$ cat config.mk
export PLATFORM = sky130hd
export DESIGN_NAME = conv_frame_ctrl
export DESIGN_NICKNAME = d
export VERILOG_FILES = /design/src/rtl/conv_frame_ctrl_pkg.sv /design/src/rtl/conv_coe_bank.sv /design/src/rtl/conv_frame_ctrl.sv
export SDC_FILE = /design/constraint.sdc
export NUM_CORES = 1
export LEC_CHECK = 0
export CELL_PAD_IN_SITES_DETAIL_PLACEMENT = 2
export CELL_PAD_IN_SITES_GLOBAL_PLACEMENT = 2
export CORE_ASPECT_RATIO = 0.9
export CORE_MARGIN = 2
export CORE_UTILIZATION = 30
export CTS_CLUSTER_DIAMETER = 150
export DETAILED_ROUTE_END_ITERATION = 8
export PLACE_DENSITY = 0.7
export SLEW_MARGIN = 40
export SYNTH_ARGS = -nofsm -noshare
export SYNTH_HDL_FRONTEND = slang
export SYNTH_SLANG_ARGS = --single-unit
export TNS_END_PERCENT = 30
$ cat constraint.sdc
create_clock -name clk -period 4.03 [get_ports clk]
set_clock_uncertainty 0.15 [all_clocks]
set_input_delay 0.806 -clock clk [delete_from_list [all_inputs] [get_ports clk]]
set_output_delay 0.806 -clock clk [all_outputs]
set_load 0.01 [all_outputs]
$ cat src/rtl/conv_frame_ctrl_pkg.sv
// Shared types and constants for the convolution frame sequencer.
package conv_frame_ctrl_pkg;

  // Frame sequencer states.
  typedef enum logic [2:0] {
    ST_IDLE  = 3'd0,
    ST_LOAD  = 3'd1,
    ST_RUN   = 3'd2,
    ST_FLUSH = 3'd3,
    ST_DONE  = 3'd4
  } state_e;

  // Identity kernel: only the centre tap (r=1, c=1 -> bit 4) is set.
  localparam logic [8:0] IDENT_KERNEL = 9'h010;

  // Number of selectable coefficient banks.
  localparam int COE_SETS = 4;

endpackage

$ cat src/rtl/conv_coe_bank.sv
// Four 9-bit coefficient banks with one write port and a combinational read.
module conv_coe_bank
  import conv_frame_ctrl_pkg::*;
(
  input  logic       clk,
  input  logic       rst_n,
  input  logic       wr_en,
  input  logic [1:0] wr_set,
  input  logic [8:0] wr_data,
  input  logic [1:0] rd_sel,
  output logic [8:0] rd_data
);

  logic [8:0] bank_q [COE_SETS];
  logic [8:0] bank_d [COE_SETS];

  // Next bank contents: a write replaces one entry, everything else holds.
  always_comb begin
    bank_d = bank_q;
    if (wr_en) begin
      bank_d[wr_set] = wr_data;
    end
  end

  // Bank storage.
  // NOTE: this small register file is reset so every bank starts as the identity
  // kernel; a large RAM would normally be left unreset.
  always_ff @(posedge clk or negedge rst_n) begin
    if (!rst_n) begin
      for (int i = 0; i < COE_SETS; i++) begin
        bank_q[i] <= IDENT_KERNEL;
      end
    end else begin
      bank_q <= bank_d;
    end
  end

  assign rd_data = bank_q[rd_sel];

endmodule

$ cat src/rtl/conv_frame_ctrl.sv
// Frame-level sequencer for the 3x3 convolution engine: feeds one frame of
// pixels, drains the engine with dummy pixels and forwards valid results.
module conv_frame_ctrl
  import conv_frame_ctrl_pkg::*;
#(
  parameter int IMG_W     = 28,
  parameter int IMG_H     = 28,
  parameter int FLUSH_MAX = 64
) (
  input  logic        clk,
  input  logic        rst_n,
  input  logic        start,
  input  logic        abort,
  input  logic [1:0]  coe_sel,
  input  logic        coe_wr_en,
  input  logic [1:0]  coe_wr_set,
  input  logic [8:0]  coe_wr_data,
  input  logic        s_valid,
  output logic        s_ready,
  input  logic [15:0] s_data,
  output logic [15:0] conv_data_in,
  output logic        conv_data_in_en,
  output logic [8:0]  conv_coe,
  input  logic [15:0] conv_data_out,
  input  logic        conv_data_out_en,
  output logic        m_valid,
  output logic [15:0] m_data,
  output logic        busy,
  output logic        done,
  output logic        err_timeout
);

  localparam int OUT_N   = (IMG_W - 2) * (IMG_H - 2);
  localparam int COL_W   = $clog2(IMG_W);
  localparam int ROW_W   = $clog2(IMG_H);
  localparam int OUT_W   = $clog2(OUT_N + 1);
  localparam int FLUSH_W = $clog2(FLUSH_MAX + 1);

  localparam logic [COL_W-1:0]   COL_LAST  = COL_W'(IMG_W - 1);
  localparam logic [ROW_W-1:0]   ROW_LAST  = ROW_W'(IMG_H - 1);
  localparam logic [OUT_W-1:0]   OUT_LAST  = OUT_W'(OUT_N);
  localparam logic [FLUSH_W-1:0] FLUSH_LIM = FLUSH_W'(FLUSH_MAX);

  state_e              state_q,      state_d;
  logic [COL_W-1:0]    col_cnt_q,    col_cnt_d;
  logic [ROW_W-1:0]    row_cnt_q,    row_cnt_d;
  logic [OUT_W-1:0]    out_cnt_q,    out_cnt_d;
  logic [FLUSH_W-1:0]  flush_cnt_q,  flush_cnt_d;
  logic [8:0]          coe_active_q, coe_active_d;
  logic                err_q,        err_d;
  logic                m_valid_q,    m_valid_d;
  logic [15:0]         m_data_q,     m_data_d;

  logic       bank_wr_en;
  logic [8:0] bank_rd_data;
  logic       in_xfer;
  logic       result_window;

  // Banks are only writable while no frame is in flight, so a frame never
  // sees its kernel change underneath it.
  assign bank_wr_en = coe_wr_en && (state_q == ST_IDLE);

  conv_coe_bank u_coe_bank (
    .clk     (clk),
    .rst_n   (rst_n),
    .wr_en   (bank_wr_en),
    .wr_set  (coe_wr_set),
    .wr_data (coe_wr_data),
    .rd_sel  (coe_sel),
    .rd_data (bank_rd_data)
  );

  assign in_xfer       = s_valid && (state_q == ST_RUN);
  assign result_window = (state_q == ST_RUN) || (state_q == ST_FLUSH);

  // Next-state, counter, coefficient latch and result-gating logic.
  // NOTE: every variable gets a default at the top so no path can infer a latch.
  always_comb begin
    state_d      = state_q;
    col_cnt_d    = col_cnt_q;
    row_cnt_d    = row_cnt_q;
    out_cnt_d    = out_cnt_q;
    flush_cnt_d  = flush_cnt_q;
    coe_active_d = coe_active_q;
    err_d        = err_q;
    m_valid_d    = 1'b0;
    m_data_d     = m_data_q;

    unique case (state_q)
      ST_IDLE: begin
        if (start) begin
          state_d = ST_LOAD;
          err_d   = 1'b0;
        end
      end
      ST_LOAD: begin
        coe_active_d = bank_rd_data;
        col_cnt_d    = '0;
        row_cnt_d    = '0;
        out_cnt_d    = '0;
        flush_cnt_d  = '0;
        state_d      = ST_RUN;
      end
      ST_RUN: begin
        if (in_xfer) begin
          if (col_cnt_q == COL_LAST) begin
            col_cnt_d = '0;
            if (row_cnt_q == ROW_LAST) begin
              row_cnt_d = '0;
              state_d   = ST_FLUSH;
            end else begin
              row_cnt_d = row_cnt_q + ROW_W'(1);
            end
          end else begin
            col_cnt_d = col_cnt_q + COL_W'(1);
          end
        end
      end
      ST_FLUSH: begin
        if (flush_cnt_q != FLUSH_LIM) begin
          flush_cnt_d = flush_cnt_q + FLUSH_W'(1);
        end
        // A complete result set wins over a coincident timeout.
        if (out_cnt_q == OUT_LAST) begin
          state_d = ST_DONE;
        end else if (flush_cnt_q == FLUSH_LIM) begin
          state_d = ST_DONE;
          err_d   = 1'b1;
        end
      end
      ST_DONE: begin
        state_d = ST_IDLE;
      end
      default: begin
        state_d = ST_IDLE;
      end
    endcase

    // Forward engine results only while a frame is active and the frame still
    // owes results; the surplus a drained pipeline produces is dropped.
    if (result_window && conv_data_out_en && (out_cnt_q < OUT_LAST)) begin
      m_valid_d = 1'b1;
      m_data_d  = conv_data_out;
      out_cnt_d = out_cnt_q + OUT_W'(1);
    end

    // Abort overrides every other transition and discards the frame.
    if (abort && (state_q != ST_IDLE)) begin
      state_d     = ST_IDLE;
      m_valid_d   = 1'b0;
      col_cnt_d   = '0;
      row_cnt_d   = '0;
      out_cnt_d   = '0;
      flush_cnt_d = '0;
    end
  end

  // State and datapath registers.
  // NOTE: sequential state uses non-blocking assignments so all flops update
  // together from the values computed in the combinational block.
  always_ff @(posedge clk or negedge rst_n) begin
    if (!rst_n) begin
      state_q      <= ST_IDLE;
      col_cnt_q    <= '0;
      row_cnt_q    <= '0;
      out_cnt_q    <= '0;
      flush_cnt_q  <= '0;
      coe_active_q <= IDENT_KERNEL;
      err_q        <= 1'b0;
      m_valid_q    <= 1'b0;
      m_data_q     <= '0;
    end else begin
      state_q      <= state_d;
      col_cnt_q    <= col_cnt_d;
      row_cnt_q    <= row_cnt_d;
      out_cnt_q    <= out_cnt_d;
      flush_cnt_q  <= flush_cnt_d;
      coe_active_q <= coe_active_d;
      err_q        <= err_d;
      m_valid_q    <= m_valid_d;
      m_data_q     <= m_data_d;
    end
  end

  // Pixel path to the engine: pass-through in RUN, zero dummies in FLUSH.
  always_comb begin
    s_ready         = 1'b0;
    conv_data_in    = '0;
    conv_data_in_en = 1'b0;
    unique case (state_q)
      ST_RUN: begin
        s_ready         = 1'b1;
        conv_data_in    = s_data;
        conv_data_in_en = s_valid;
      end
      ST_FLUSH: begin
        conv_data_in_en = 1'b1;
      end
      default: begin
        s_ready = 1'b0;
      end
    endcase
  end

  assign conv_coe    = coe_active_q;
  assign m_valid     = m_valid_q;
  assign m_data      = m_data_q;
  assign busy        = (state_q != ST_IDLE);
  assign done        = (state_q == ST_DONE);
  assign err_timeout = err_q;

endmodule

==> results of run 1 <==
power by group:
group	switching (mW)	internal (mW)
Clock	0.383	0.547
Sequential	0.220	1.29
Combinational	0.603	0.766
Total	1.21	2.60
sequential cells by signal (all words and copies together) (netlist names):
signal	cells
u_coe_bank.bank_q	36
m_data	16
out_cnt_q	10
conv_coe	9
flush_cnt_q	7
col_cnt_q	5
row_cnt_q	5
state_q	3
err_timeout	1
m_valid	1
kinds of logic after synthesis:
group,synth area share [%]
buffers and inverters,2.56
adder cells (fa/ha/maj),1.64
XOR/XNOR,0.382
AND/OR/NAND/NOR,17.4
flip-flops,50.9
multiplexers,18.1
AO/OA/AOI/OAI,9.06
stage by stage:
step,instances,util [%],power [mW]
after global routing,691,41.2,4.07
final,691,41.2,3.80
after CTS,691,41.2,3.88
after floorplan,386,-,2.24
after global placement,675,39.1,2.84
after detailed placement,675,39.1,2.93
routing by layer:
metal / track usage [%] / vias up / part of all wire, %
li1: - / 1622 / -
met1: 21.0 / 1784 / 44
met2: 29.2 / 78 / 50
met3: 3.38 / 16 / 4.3
met4: 6.25 / 0 / 1.7
met5: 0 / - / 0
synth_stat cells, types with 5 or more instances:
cell / instances / area, um2
sky130_fd_sc_hd__o21ai_0: 11 / 55.1
sky130_fd_sc_hd__o31ai_1: 15 / 113
sky130_fd_sc_hd__a31oi_1: 5 / 31.3
sky130_fd_sc_hd__nand3_1: 13 / 65.1
sky130_fd_sc_hd__and2_1: 18 / 113
sky130_fd_sc_hd__a21oi_1: 7 / 35.0
sky130_fd_sc_hd__ha_1: 6 / 75.1
sky130_fd_sc_hd__nand4_1: 5 / 31.3
sky130_fd_sc_hd__dfstp_2: 5 / 131
sky130_fd_sc_hd__inv_1: 13 / 48.8
sky130_fd_sc_hd__clkbuf_1: 5 / 18.8
sky130_fd_sc_hd__or4_1: 6 / 45.0
sky130_fd_sc_hd__dfrtp_1: 88 / 2200
sky130_fd_sc_hd__nand2_1: 43 / 161
sky130_fd_sc_hd__nor2_1: 11 / 41.3
sky130_fd_sc_hd__mux2_2: 52 / 586
sky130_fd_sc_hd__mux4_2: 9 / 203
sky130_fd_sc_hd__a21o_1: 5 / 37.5
worst max-delay path: stages (launching register included):
cell and delay [ns]:
sky130_fd_sc_hd__dfrtp_1 0.64, sky130_fd_sc_hd__nand2b_1 0.24, sky130_fd_sc_hd__nor2_2 0.40, sky130_fd_sc_hd__and2_1 0.20
sky130_fd_sc_hd__clkdlybuf4s50_1 0.55
final timing paths:
path	start	cells past startpoint	endpoint	slack [ns]
max	state_q[1]	4	conv_data_in[13]	0.69
min	rst_n	1	flush_cnt_q[5]	0.24
max reg2reg	state_q[1]	4	m_data[9]	1.77
min reg2reg	conv_coe[5]	2	conv_coe[5]	0.33
max in group asynchronous	rst_n	2	conv_coe[4]	2.68
min in group clk	conv_coe[5]	2	conv_coe[5]	0.33
cell type report:
cell class / count / area share [%]
flip-flops and latches: 93 / 38.2
clock inverters: 7 / 1.58
multi-input cells: 267 / 35.0
inverters: 13 / 0.798
well taps: 198 / 4.05
clock buffers: 9 / 3.68
repair buffers: 104 / 16.7
==> metrics.txt, run 1 <==
# TYPE chip_impl_metric gauge
chip_impl_info{name="status",value="complete, no violations"} 1
chip_impl_metric{name="wire_length_of_the_first_global_routing_pass",unit="um"} 21400
chip_impl_metric{name="clk_latency",unit="ns"} 0.35
chip_impl_metric{name="gp_routability_congestion",unit=""} 0.766
chip_impl_metric{name="number_of_enable_flip_flop_cells_after_synthesis",unit=""} 0
chip_impl_metric{name="die_area",unit="um2"} 16300
chip_impl_metric{name="ios",unit=""} 99
chip_impl_metric{name="drv.max_cap_violation_count",unit=""} 0
chip_impl_metric{name="worst_slew_margin_relative_to_its_limit",unit="%"} 52.8
chip_impl_metric{name="postLayoutCellArea",unit="um2"} 6110
chip_impl_metric{name="yosys_warnings",unit=""} 0
chip_impl_metric{name="antenna_found_initial",unit=""} 0
chip_impl_metric{name="nNetsFinal",unit=""} 546
chip_impl_metric{name="num_clock_sinks",unit=""} 93
chip_impl_metric{name="setup-violations-final",unit=""} 0
chip_impl_metric{name="setup_ws",unit="ns"} 0.695
chip_impl_metric{name="tightest_slew",unit="ns"} 0.705
chip_impl_metric{name="synth_area_per_cell",unit="um2"} 11.9
chip_impl_metric{name="post_synth_instance_area",unit="um2"} 4590
chip_impl_metric{name="setup_total_negative_slack",unit="ns"} 0
chip_impl_metric{name="die_height",unit="um"} 121
chip_impl_metric{name="first_global_vias",unit=""} 3956
chip_impl_metric{name="critical_path_arrival",unit="ns"} 2.38
chip_impl_metric{name="fill_cells",unit=""} 1564
chip_impl_metric{name="drt-total-wl",unit="um"} 12600
chip_impl_metric{name="number_of_pins_exceeding_their_max_slew_limit_in_the_final_report",unit=""} 0
chip_impl_metric{name="multiInputGateArea",unit="um2"} 2140
chip_impl_metric{name="grt_start_max_net_pins",unit=""} 33
chip_impl_metric{name="regArea",unit="um2"} 2330
chip_impl_metric{name="die_width",unit="um"} 134
chip_impl_info{name="top_library_cells_by_usage_in_the_layout_fill_and_taps_aside",value="97 x sky130_fd_sc_hd__clkdlybuf4s50_1, 88 x sky130_fd_sc_hd__dfrtp_1, 52 x sky130_fd_sc_hd__mux2_2, 43 x sky130_fd_sc_hd__nand2_1, 18 x sky130_fd_sc_hd__and2_1"} 1
chip_impl_metric{name="drt-vias-per-instance",unit=""} 5.07
chip_impl_metric{name="cts_buffer_depth",unit=""} 2
chip_impl_metric{name="post-cts-setup-buffer-count",unit=""} 0
chip_impl_info{name="cts_tree",value="yes"} 1
chip_impl_metric{name="drt_pass1_iterations",unit=""} 4
chip_impl_metric{name="worst_ir_drop_vdd",unit="mV"} 0.245
chip_impl_metric{name="core",unit="um2"} 14800
chip_impl_metric{name="synth_async_sr_flop_share",unit="%"} 100
chip_impl_metric{name="grt_overflow_total",unit=""} 0
chip_impl_info{name="worst_hold_path_type",value="in2async"} 1
chip_impl_info{name="layout_commonest_cell",value="sky130_fd_sc_hd__clkdlybuf4s50_1"} 1
chip_impl_metric{name="holdBufCountCts",unit=""} 0
chip_impl_metric{name="dp_hpwl",unit="um"} 9390
chip_impl_metric{name="worst-endpoint-required",unit="ns"} 3.07
chip_impl_metric{name="leakagePower",unit="nW"} 2.53
chip_impl_metric{name="pwr_density",unit="nW/um2"} 622
chip_impl_metric{name="remaining_drc_errors",unit=""} 0
chip_impl_metric{name="tritoncts.num_buffers",unit=""} 9
chip_impl_metric{name="finalHoldViolations",unit=""} 0
chip_impl_info{name="cp-start-kind",value="flip-flop"} 1
chip_impl_metric{name="ys_seq_elements",unit=""} 93
chip_impl_metric{name="port_buffers",unit=""} 98
chip_impl_info{name="cts_root_buf",value="sky130_fd_sc_hd__clkbuf_16"} 1
chip_impl_metric{name="timing.final.crit_share",unit="%"} 82.8
chip_impl_metric{name="antenna-diode-count",unit=""} 0
chip_impl_metric{name="detailroute.via_count",unit=""} 3500
chip_impl_metric{name="fp-row-count",unit=""} 42
chip_impl_metric{name="dp_slack",unit="ns"} 0.807
chip_impl_metric{name="cts.htree.levels",unit=""} 3
chip_impl_metric{name="placement.cell_area",unit="um2"} 5790
chip_impl_info{name="grt_setup_unrepaired",value="no"} 1
chip_impl_metric{name="finalHoldWorstSlack",unit="ns"} 0.245
chip_impl_metric{name="post_synth_num_cell_types",unit=""} 55
chip_impl_metric{name="clkTransAtPathRegs",unit="ns"} 0.07
chip_impl_metric{name="final.min_clock_period",unit="ns"} 3.34
chip_impl_metric{name="synth-seq-area-share",unit="%"} 50.9
chip_impl_metric{name="fmax",unit="GHz"} 0.300
chip_impl_info{name="crit_path_end_kind",value="primary output"} 1
chip_impl_metric{name="initial_utilization",unit="%"} 30.9
chip_impl_info{name="synth_ff_type",value="sky130_fd_sc_hd__dfrtp_1"} 1
chip_impl_metric{name="grt_usage",unit="%"} 16.9
chip_impl_metric{name="wire_length_per_cell_after_detailed_routing",unit="um"} 18.2
chip_impl_metric{name="antenna_left",unit=""} 0
chip_impl_info{name="path_class",value="reg2out"} 1
chip_impl_metric{name="syn_inst",unit=""} 386
chip_impl_metric{name="resized_after_cts",unit=""} 0
chip_impl_metric{name="path_max_fanout",unit=""} 17
chip_impl_metric{name="synthesis.nets",unit=""} 444
chip_impl_metric{name="area_growth",unit="%"} 33.3
chip_impl_metric{name="detailedRoute.firstIterationViolations",unit=""} 126
chip_impl_metric{name="drive_gt1_share",unit="%"} 20.5
Note: power is estimated with default switching activity, not from simulation.
==> run 2, diff against run 1 <==
Clock period 4.03 ns to 3.4 ns, I/O delays scaled along.
==> run 2 against run 1 <==
Net effect: worst setup slack got worse by 0.31 ns; register-to-register slack worse by 0.64 ns; via count is 0.29% higher; utilization did not move; clock-buffer cell count is the same; critical path depth is 2 higher; non-clock buffer count rose by 4; wire length up 0.13%; die area unchanged; cell count increased by 0.58%; first-iteration DRC count increased by 31%; clock power is 4.4% higher.
==> metrics.txt, run 2 (same netlist as run 1, synthesis figures left out) <==
# TYPE chip_impl_metric gauge
chip_impl_metric{name="m1WireLength",unit="um"} 5530
chip_impl_metric{name="pwr_density",unit="nW/um2"} 721
chip_impl_info{name="status",value="complete, no violations"} 1
chip_impl_metric{name="setup-violations-final",unit=""} 0
chip_impl_metric{name="post-cts-setup-buffer-count",unit=""} 0
chip_impl_metric{name="port_buffers",unit=""} 98
chip_impl_metric{name="fp-row-count",unit=""} 42
chip_impl_metric{name="post-layout-total-power",unit="mW"} 4.41
chip_impl_metric{name="finalHoldViolations",unit=""} 0
chip_impl_metric{name="leakagePower",unit="nW"} 2.54
chip_impl_metric{name="first_global_vias",unit=""} 3999
chip_impl_metric{name="die_area",unit="um2"} 16300
chip_impl_metric{name="fill_cells",unit=""} 1552
chip_impl_metric{name="antenna-diode-count",unit=""} 0
chip_impl_metric{name="finalHoldWorstSlack",unit="ns"} 0.106
chip_impl_metric{name="drt-total-wl",unit="um"} 12600
chip_impl_metric{name="fmax",unit="GHz"} 0.332
chip_impl_metric{name="wire_length_of_the_first_global_routing_pass",unit="um"} 21100
chip_impl_info{name="worst_hold_path_type",value="in2async"} 1
chip_impl_metric{name="drt_pass1_iterations",unit=""} 4
chip_impl_metric{name="antenna_left",unit=""} 0
chip_impl_metric{name="num_clock_sinks",unit=""} 93
chip_impl_metric{name="worst_slew_margin_relative_to_its_limit",unit="%"} 56.0
chip_impl_metric{name="clkTransAtPathRegs",unit="ns"} 0.07
chip_impl_metric{name="tightest_slew",unit="ns"} 0.643
chip_impl_metric{name="detailedRoute.firstIterationViolations",unit=""} 165
chip_impl_metric{name="drive_gt1_share",unit="%"} 20.9
chip_impl_metric{name="grt_usage",unit="%"} 16.5
chip_impl_info{name="cp-start-kind",value="flip-flop"} 1
chip_impl_metric{name="area_growth",unit="%"} 33.3
chip_impl_metric{name="die_height",unit="um"} 121
chip_impl_metric{name="wire_length_per_cell_after_detailed_routing",unit="um"} 18.1
chip_impl_metric{name="grt_start_max_net_pins",unit=""} 39
chip_impl_metric{name="critical_path_arrival",unit="ns"} 2.18
chip_impl_info{name="top_library_cells_by_usage_in_the_layout_fill_and_taps_aside",value="97 x sky130_fd_sc_hd__clkdlybuf4s50_1, 88 x sky130_fd_sc_hd__dfrtp_1, 52 x sky130_fd_sc_hd__mux2_2, 43 x sky130_fd_sc_hd__nand2_1, 18 x sky130_fd_sc_hd__and2_1"} 1
chip_impl_metric{name="die_width",unit="um"} 134
chip_impl_metric{name="gp_routability_congestion",unit=""} 0.787
chip_impl_metric{name="drv.max_cap_violation_count",unit=""} 0
chip_impl_metric{name="worst_ir_drop_vdd",unit="mV"} 0.345
chip_impl_metric{name="holdBufCountCts",unit=""} 0
chip_impl_metric{name="number_of_pins_exceeding_their_max_slew_limit_in_the_final_report",unit=""} 0
chip_impl_metric{name="finish.utilization",unit="%"} 41.2
chip_impl_metric{name="ios",unit=""} 99
chip_impl_metric{name="tritoncts.num_buffers",unit=""} 9
chip_impl_info{name="top_register",value="u_coe_bank.bank_q"} 1
chip_impl_metric{name="detailroute.via_count",unit=""} 3510
chip_impl_metric{name="antenna_found_initial",unit=""} 0
chip_impl_metric{name="dp_hpwl",unit="um"} 9510
chip_impl_metric{name="resized_after_cts",unit=""} 0
chip_impl_info{name="path_class",value="reg2out"} 1
chip_impl_metric{name="cts.htree.levels",unit=""} 3
chip_impl_metric{name="clk_latency",unit="ns"} 0.35
chip_impl_info{name="routed.top_layer",value="met4"} 1
chip_impl_metric{name="drt-vias-per-instance",unit=""} 5.05
chip_impl_metric{name="postLayoutCellArea",unit="um2"} 6110
chip_impl_metric{name="largest_register_ff_count",unit=""} 36
chip_impl_metric{name="grt_overflow_total",unit=""} 0
chip_impl_metric{name="nNetsFinal",unit=""} 550
chip_impl_metric{name="timing.final.crit_share",unit="%"} 88.6
chip_impl_info{name="grt_setup_unrepaired",value="no"} 1
chip_impl_metric{name="initial_utilization",unit="%"} 30.9
chip_impl_metric{name="worst-endpoint-required",unit="ns"} 2.57
chip_impl_metric{name="setup_total_negative_slack",unit="ns"} 0
chip_impl_metric{name="placement.cell_area",unit="um2"} 5830
chip_impl_metric{name="met3_wire_len",unit="um"} 539
chip_impl_metric{name="routed-wl-met2",unit="um"} 6380
chip_impl_info{name="crit_path_end_kind",value="primary output"} 1
chip_impl_metric{name="core",unit="um2"} 14800
chip_impl_info{name="cts_tree",value="yes"} 1
chip_impl_metric{name="path_max_fanout",unit=""} 17
chip_impl_info{name="cts_root_buf",value="sky130_fd_sc_hd__clkbuf_16"} 1
chip_impl_metric{name="final.min_clock_period",unit="ns"} 3.01
chip_impl_metric{name="cts_buffer_depth",unit=""} 2
chip_impl_info{name="layout_commonest_cell",value="sky130_fd_sc_hd__clkdlybuf4s50_1"} 1
chip_impl_metric{name="remaining_drc_errors",unit=""} 0
run 2: changes by cell type in the layout (fill, tap and decap cells not counted):
cell                        previous run  this run
sky130_fd_sc_hd__buf_12                0         1
sky130_fd_sc_hd__inv_8                 0         1
sky130_fd_sc_hd__nor2_2                1         0
sky130_fd_sc_hd__nor2_1               10        11
sky130_fd_sc_hd__bufinv_16             2         0
sky130_fd_sc_hd__clkinv_4              1         2
sky130_fd_sc_hd__buf_4                 7        10
run 2: critical path, stage by stage, from the launching register on:
cell and delay [ns]:
sky130_fd_sc_hd__dfrtp_1 0.37, sky130_fd_sc_hd__buf_4 0.18, sky130_fd_sc_hd__nand2b_1 0.25, sky130_fd_sc_hd__nor2_1 0.14, sky130_fd_sc_hd__buf_4 0.19, sky130_fd_sc_hd__and2_1 0.16, sky130_fd_sc_hd__clkdlybuf4s50_1 0.54
run 2: area by class of cell:
cell class,count,area (um2),share of cell area [%]
flip-flops and latches,93,2330,38.2
multi-input cells,267,2130,34.9
repair buffers,108,1070,17.4
well taps,198,248,4.05
clock buffers,9,225,3.68
clock inverters,7,56.3,0.921
inverters,13,48.8,0.798
run 2: metrics by stage:
step	cells	worst slack [ns]
6_report	695	0.389
2_1_floorplan	386	1.08
5_1_grt	695	0.239
3_5_place_dp	679	0.541
4_1_cts	695	0.344
3_3_place_gp	679	0.542
run 2: path summary, 6_finish.rpt:
kind | from | end | slack, ns | depth (start not counted)
worst max-delay path | state_q[2] | conv_data_in[3] | 0.39 | 6
worst min-delay path | rst_n | flush_cnt_q[5] | 0.11 | 1
worst max register to register | state_q[1] | m_data[1] | 1.13 | 5
worst min register to register | conv_coe[4] | conv_coe[4] | 0.32 | 2
max in group asynchronous | rst_n | u_coe_bank.bank_q[22] | 2.23 | 2
min in group clk | conv_coe[4] | conv_coe[4] | 0.32 | 2
run 2: metal layers:
layer  GRT usage [%]  up-vias
met2            29.1       75
li1                -     1634
met3            3.97       10
met5               0        -
met1            20.2     1791
met4            3.95        0
run 2: power by group:
group | internal, mW | switching (mW) | total (mW)
logic | 0.922 | 0.734 | 1.66
clock network | 0.506 | 0.465 | 0.971
registers | 1.52 | 0.255 | 1.78
total | 2.95 | 1.45 | 4.41
==> run 3, diff against run 2 <==
Settings changed: CORE_MARGIN 2 to 1.5.
==> run 3 against run 2 <==
Net effect: wire length is essentially flat; power up 0.49%; sequential power hardly changed; largest power group unchanged; worst hold slack better by 0.097 ns; die area down 1.6%; worst setup slack better by 0.066 ns; global-route usage about the same; non-clock buffer count up 1; cell count up 0.14%; first-iteration DRC count decreased by 31%; largest cell class unchanged; critical path depth did not move; register-to-register slack better by 0.10 ns.
==> metrics.txt, run 3 (same netlist as run 1, synthesis figures left out) <==
# TYPE chip_impl_metric gauge
chip_impl_metric{name="core",unit="um2"} 14800
chip_impl_metric{name="grt_usage",unit="%"} 16.4
chip_impl_info{name="cts_root_buf",value="sky130_fd_sc_hd__clkbuf_16"} 1
chip_impl_metric{name="antenna_found_initial",unit=""} 0
chip_impl_metric{name="worst_ir_drop_vdd",unit="mV"} 0.356
chip_impl_metric{name="worst_slew_margin_relative_to_its_limit",unit="%"} 55.2
chip_impl_metric{name="remaining_drc_errors",unit=""} 0
chip_impl_metric{name="cts.htree.levels",unit=""} 3
chip_impl_info{name="cts_tree",value="yes"} 1
chip_impl_metric{name="num_clock_sinks",unit=""} 93
chip_impl_metric{name="tightest_slew",unit="ns"} 0.667
chip_impl_metric{name="number_of_pins_exceeding_their_max_slew_limit_in_the_final_report",unit=""} 0
chip_impl_info{name="crit-reg2reg-capture",value="u_coe_bank.bank_q[30]"} 1
chip_impl_metric{name="finalHoldViolations",unit=""} 0
chip_impl_metric{name="worst-r2r-cell-count",unit=""} 6
chip_impl_info{name="grt_setup_unrepaired",value="no"} 1
chip_impl_metric{name="wire_length_per_cell_after_detailed_routing",unit="um"} 18.1
chip_impl_metric{name="ios",unit=""} 99
chip_impl_metric{name="worst-r2r-setup-slack",unit="ns"} 1.23
chip_impl_metric{name="initial_utilization",unit="%"} 30.9
chip_impl_metric{name="pwr_density",unit="nW/um2"} 724
chip_impl_metric{name="cts_buffer_depth",unit=""} 2
chip_impl_metric{name="post-layout-total-power",unit="mW"} 4.43
chip_impl_metric{name="first_global_vias",unit=""} 3900
chip_impl_metric{name="die_height",unit="um"} 120
chip_impl_metric{name="drive_gt1_share",unit="%"} 21.1
chip_impl_metric{name="critical_path_arrival",unit="ns"} 2.11
chip_impl_metric{name="finish.utilization",unit="%"} 41.3
chip_impl_metric{name="drt-vias-per-instance",unit=""} 5.09
chip_impl_metric{name="final.min_clock_period",unit="ns"} 2.94
chip_impl_metric{name="antenna-diode-count",unit=""} 0
chip_impl_info{name="worst_setup_path_endpoint",value="conv_data_in[14]"} 1
chip_impl_info{name="top_library_cells_by_usage_in_the_layout_fill_and_taps_aside",value="97 x sky130_fd_sc_hd__clkdlybuf4s50_1, 88 x sky130_fd_sc_hd__dfrtp_1, 52 x sky130_fd_sc_hd__mux2_2, 43 x sky130_fd_sc_hd__nand2_1, 18 x sky130_fd_sc_hd__and2_1"} 1
chip_impl_metric{name="largest_register_ff_count",unit=""} 36
chip_impl_metric{name="drv.max_cap_violation_count",unit=""} 0
chip_impl_metric{name="post-cts-setup-buffer-count",unit=""} 0
chip_impl_metric{name="setup-violations-final",unit=""} 0
chip_impl_metric{name="area_growth",unit="%"} 33.4
chip_impl_info{name="cp-start-kind",value="flip-flop"} 1
chip_impl_metric{name="antenna_left",unit=""} 0
chip_impl_info{name="worst_hold_path_type",value="in2async"} 1
chip_impl_metric{name="drt_pass1_iterations",unit=""} 4
chip_impl_metric{name="gp_routability_congestion",unit=""} 0.749
chip_impl_info{name="startpoint",value="state_q[2]"} 1
chip_impl_metric{name="wire_length_of_the_first_global_routing_pass",unit="um"} 20700
chip_impl_metric{name="worst-endpoint-required",unit="ns"} 2.57
chip_impl_metric{name="resized_after_cts",unit=""} 0
chip_impl_metric{name="fp-row-count",unit=""} 42
chip_impl_metric{name="tritoncts.num_buffers",unit=""} 9
chip_impl_info{name="path_class",value="reg2out"} 1
chip_impl_metric{name="path_max_fanout",unit=""} 17
chip_impl_metric{name="nNetsFinal",unit=""} 551
chip_impl_metric{name="die_width",unit="um"} 133
chip_impl_info{name="status",value="complete, no violations"} 1
chip_impl_metric{name="fill_cells",unit=""} 1580
chip_impl_metric{name="drt-total-wl",unit="um"} 12600
chip_impl_info{name="regToRegStartpoint",value="state_q[1]"} 1
chip_impl_metric{name="die_area",unit="um2"} 16000
chip_impl_info{name="layout_commonest_cell",value="sky130_fd_sc_hd__clkdlybuf4s50_1"} 1
chip_impl_metric{name="leakagePower",unit="nW"} 2.53
chip_impl_info{name="crit_path_end_kind",value="primary output"} 1
chip_impl_metric{name="holdBufCountCts",unit=""} 0
chip_impl_metric{name="clkTransAtPathRegs",unit="ns"} 0.07
chip_impl_metric{name="setup_total_negative_slack",unit="ns"} 0
chip_impl_metric{name="port_buffers",unit=""} 98
chip_impl_metric{name="timing.final.crit_share",unit="%"} 86.6
chip_impl_metric{name="dp_hpwl",unit="um"} 9280
chip_impl_metric{name="detailroute.via_count",unit=""} 3541
chip_impl_metric{name="fmax",unit="GHz"} 0.340
chip_impl_info{name="top_register",value="u_coe_bank.bank_q"} 1
chip_impl_metric{name="clk_latency",unit="ns"} 0.35
chip_impl_metric{name="grt_overflow_total",unit=""} 0
chip_impl_metric{name="grt_start_max_net_pins",unit=""} 50
chip_impl_metric{name="detailedRoute.firstIterationViolations",unit=""} 114
-- run 3: cell count changes in the layout (fill, tap and decap cells not counted), sizes merged --
cell | before | now
buf | 11 | 12
clkinv | 4 | 1
clkinvlp | 0 | 2
inv | 16 | 17
-- run 3: cell type report --
class / count / area (um2) / area share [%]
clock buffers: 9 / 225 / 3.68
clock inverters: 7 / 66.3 / 1.08
inverters: 13 / 48.8 / 0.798
multi-input cells: 267 / 2130 / 34.9
flip-flops and latches: 93 / 2330 / 38.1
well taps: 198 / 248 / 4.05
repair buffers: 109 / 1060 / 17.3
-- run 3: layer usage --
layer	global-route usage [%]	vias to the layer above	wire length, um
met1	19.9	1807	5520
li1	-	1642	-
met4	4.28	0	119
met2	29.4	84	6350
met5	0	-	0
met3	3.90	8	591
-- run 3: how the worst min path moves through the flow --
stage,slack [ns],end,startpoint
6_report,0.20,flush_cnt_q[2],rst_n
5_1_grt,0.25,flush_cnt_q[2],rst_n
4_1_cts,0.22,flush_cnt_q[2],rst_n
3_5_place_dp,0.32,conv_coe[4],conv_coe[4]
3_3_place_gp,0.31,conv_coe[4],conv_coe[4]
2_1_floorplan,0.23,col_cnt_q[0],rst_n
-- run 3: worst max-delay path, stage by stage, from the launching register on --
cell                              delay (ns)
sky130_fd_sc_hd__dfrtp_1                0.36
sky130_fd_sc_hd__buf_4                  0.18
sky130_fd_sc_hd__nand2b_1               0.23
sky130_fd_sc_hd__nor2_1                 0.12
sky130_fd_sc_hd__buf_4                  0.19
sky130_fd_sc_hd__and2_1                 0.15
sky130_fd_sc_hd__clkdlybuf4s50_1        0.54
-- run 3: power breakdown --
part	internal, mW	leakage [nW]	switching [mW]
logic	0.923	1.23	0.745
clock network	0.513	0.136	0.482
registers	1.52	1.17	0.240
-- run 3: metrics by stage --
step                      worst slack [ns]  instance area [um2]  instances  hold WS [ns]
final                                0.455                 6120        696         0.202
after floorplan                       1.08                 4590        386         0.234
after detailed placement             0.533                 5830        680         0.319
after global placement               0.554                 5830        680         0.312
after global routing                 0.304                 6120        696         0.250
after CTS                            0.392                 6120        696         0.222
==> variant: new RTL, config.mk and constraints of run 3 <==
Put one more register stage on the output `err_timeout`, with the module's reset. The value now appears one clock later. The other outputs are not delayed to match.
--- a/src/rtl/conv_frame_ctrl.sv
+++ b/src/rtl/conv_frame_ctrl.sv
@@ -208,5 +208,11 @@
   assign busy        = (state_q != ST_IDLE);
   assign done        = (state_q == ST_DONE);
-  assign err_timeout = err_q;
+  always_ff @(posedge clk or negedge rst_n) begin
+    if (!rst_n) begin
+      err_timeout <= '0;
+    end else begin
+      err_timeout <= err_q;
+    end
+  end
 
 endmodule
Formal check against the unedited RTL: same outputs for any inputs over 4 cycles, from zero or initial values and one cycle with rst_n low; that may be too few to reach the edited logic, so the function may still have changed.
==> variant against run 3 <==
  * Total power about the same
  * Area after synthesis increased by 0.60%
  * Design area increased by 0.18%
  * Largest cell class unchanged
  * Critical path type unchanged
  * Worst hold slack got worse by 18 ps
  * First-iteration DRC count increased by 25%
  * Via count decreased by 1.1%
  * Fmax decreased by 1.8%
  * Wire length increased by 3.7%
  * Sequential cell count increased by 1
  * Global-route usage increased by 0.82 points
  * Setup slack got worse by 54 ps
  * Sequential share of layout area increased by 0.34 points
==> variant: results (changes against run 3) <==
GP Congestion 0.758 (+1.3%); largest register by flop count u_coe_bank.bank_q; H-tree depth reported by CTS 3 (unchanged); Seq/Total Area, Yosys 51.1% (+0.24 points); LEAKAGE 2.53 nW (about the same); initial antenna violation count 0 (unchanged); CP max stage cell clkdlybuf4s50_1; ys async rst share 100% (unchanged); Total Nets Final 551 (unchanged); slew margin rel. 52.1% (-3.1 points); Worst VDD drop 302 uV (-15%); DR iter-0 viols 143 (+25%); Net Sw Power 1.45 mW (-1.1%); Distinct cells, synth 56 (+1.8%); leading post-synthesis cells by cell area dfrtp_1 (48%), mux2_2 (13%), mux4_2 (4.4%); ant diodes 0 (unchanged); Synth Net Count 447 (+0.68%); DP HPWL 9510 um (+2.5%); Min-Delay Path Class input port to asynchronous set/reset pin; via count 3503 (-1.1%); DRT Wirelength 13000 um (+3.7%); crit-path max FO 17 (unchanged); number of synthesis warnings 0 (unchanged); DR pass1 iterations 4 (unchanged); post-CTS sizing 0 (unchanged); total track usage 17.3% (+0.82 points); Hold Buf Count CTS 0 (unchanged); first-pass GRT wire length 21400 um (+3.7%); CTS max path bufs 2 (unchanged); layout cell share with drive strength beyond 1 20.7% (-0.40 points); Largest stage delay, worst path 550 ps; clock-pin slew on the worst setup and hold paths 70 ps (about the same); worst-skew pair later-pin latency 350 ps (about the same); max FFs per register 36 (unchanged); Root Buffer Master clkbuf_16; synth cell count leaders dfrtp_1 (89), mux2_2 (52), nand2_1 (42), and2_1 (18), o31ai_1 (15); CTS Buf Count 9 (unchanged); number of global-route vias before repair 3943 (+1.1%); max-cap violation count 0 (unchanged); most frequent cell after synthesis dfrtp_1; Port Buffers 98 (unchanged); largest net degree at the start of global routing 51 (+2.0%); total setup buffers inserted after CTS 0 (unchanged); status finished clean
==> variant: changes by cell type in the layout (fill, tap and decap cells not counted), sizes merged, moves of 2 or more <==
cell    before  now
clkbuf       9   11
buf         12    9
nor2        12   14
inv         17   14
nand4b       5    3
clkinv       1    3
==> variant: logic make-up after synthesis <==
| family | synth area share, % |
|---|---|
| adders and majority gates | 1.63 |
| muxes | 18.0 |
| AOI/OAI and AO/OA | 9.00 |
| and+or+nand+nor | 17.3 |
| buffers and inverters | 2.60 |
| DFF | 51.1 |
| xor gates and xnor gates | 0.380 |
==> variant: area by class of cell <==
| cell class | count | area, um^2 |
|---|---|---|
| clock buffers | 11 | 243 |
| clock inverters | 5 | 42.5 |
| fillers | 1524 | 8740 |
| inverters | 13 | 48.8 |
| multi-input cells | 269 | 2140 |
| flip-flops and latches | 94 | 2360 |
| well taps | 198 | 248 |
| repair buffers | 106 | 1050 |
==> variant: per-layer routing <==
layer	track usage, %	wire length (um)	up-vias
li1	-	-	1639
met1	21.8	5750	1822
met2	29.9	6860	29
met3	3.23	237	13
met4	5.64	187	0
met5	0	0	-
==> variant: stage by stage <==
stage / cell area (um^2) / instances / util [%] / worst slack [ps] / power (mW)
final: 6130 / 696 / 41.2 / 401 / 4.43
after global routing: 6130 / 696 / 41.2 / 260 / 4.72
after CTS: 6130 / 696 / 41.2 / 105 / 4.52
after detailed placement: 5840 / 680 / 39.3 / 497 / 3.51
after global placement: 5840 / 680 / 39.3 / 546 / 3.42
after floorplan: 4610 / 389 / - / 1270 / 2.67
==> variant: power by group through the flow <==
stage | Clock, mW | Sequential [mW] | Combinational [mW]
2_1_floorplan | 0 | 1.79 | 0.880
3_3_place_gp | 0 | 1.75 | 1.67
3_5_place_dp | 0 | 1.78 | 1.73
4_1_cts | 1.02 | 1.76 | 1.74
5_1_grt | 1.05 | 1.81 | 1.86
6_report | 0.975 | 1.76 | 1.70
==> variant: path summary, 6_finish.rpt <==
path	from	endpoint	slack (ps)	cells after the start
min in group clk	err_q	err_timeout	230	0
worst max register to register	state_q[2]	u_coe_bank.bank_q[29]	1180	4
worst min-delay path	rst_n	conv_coe[2]	180	1
worst min register to register	err_q	err_timeout	230	0
worst max-delay path	state_q[2]	conv_data_in[2]	400	4
max in group asynchronous	rst_n	u_coe_bank.bank_q[31]	2190	2
==> variant: worst max-delay path: cells and delay by family (launching register included) <==
kind,cells,cell delay [ps]
flip-flops,1,370
AND/OR/NAND/NOR,3,890
buffers and inverters,1,550
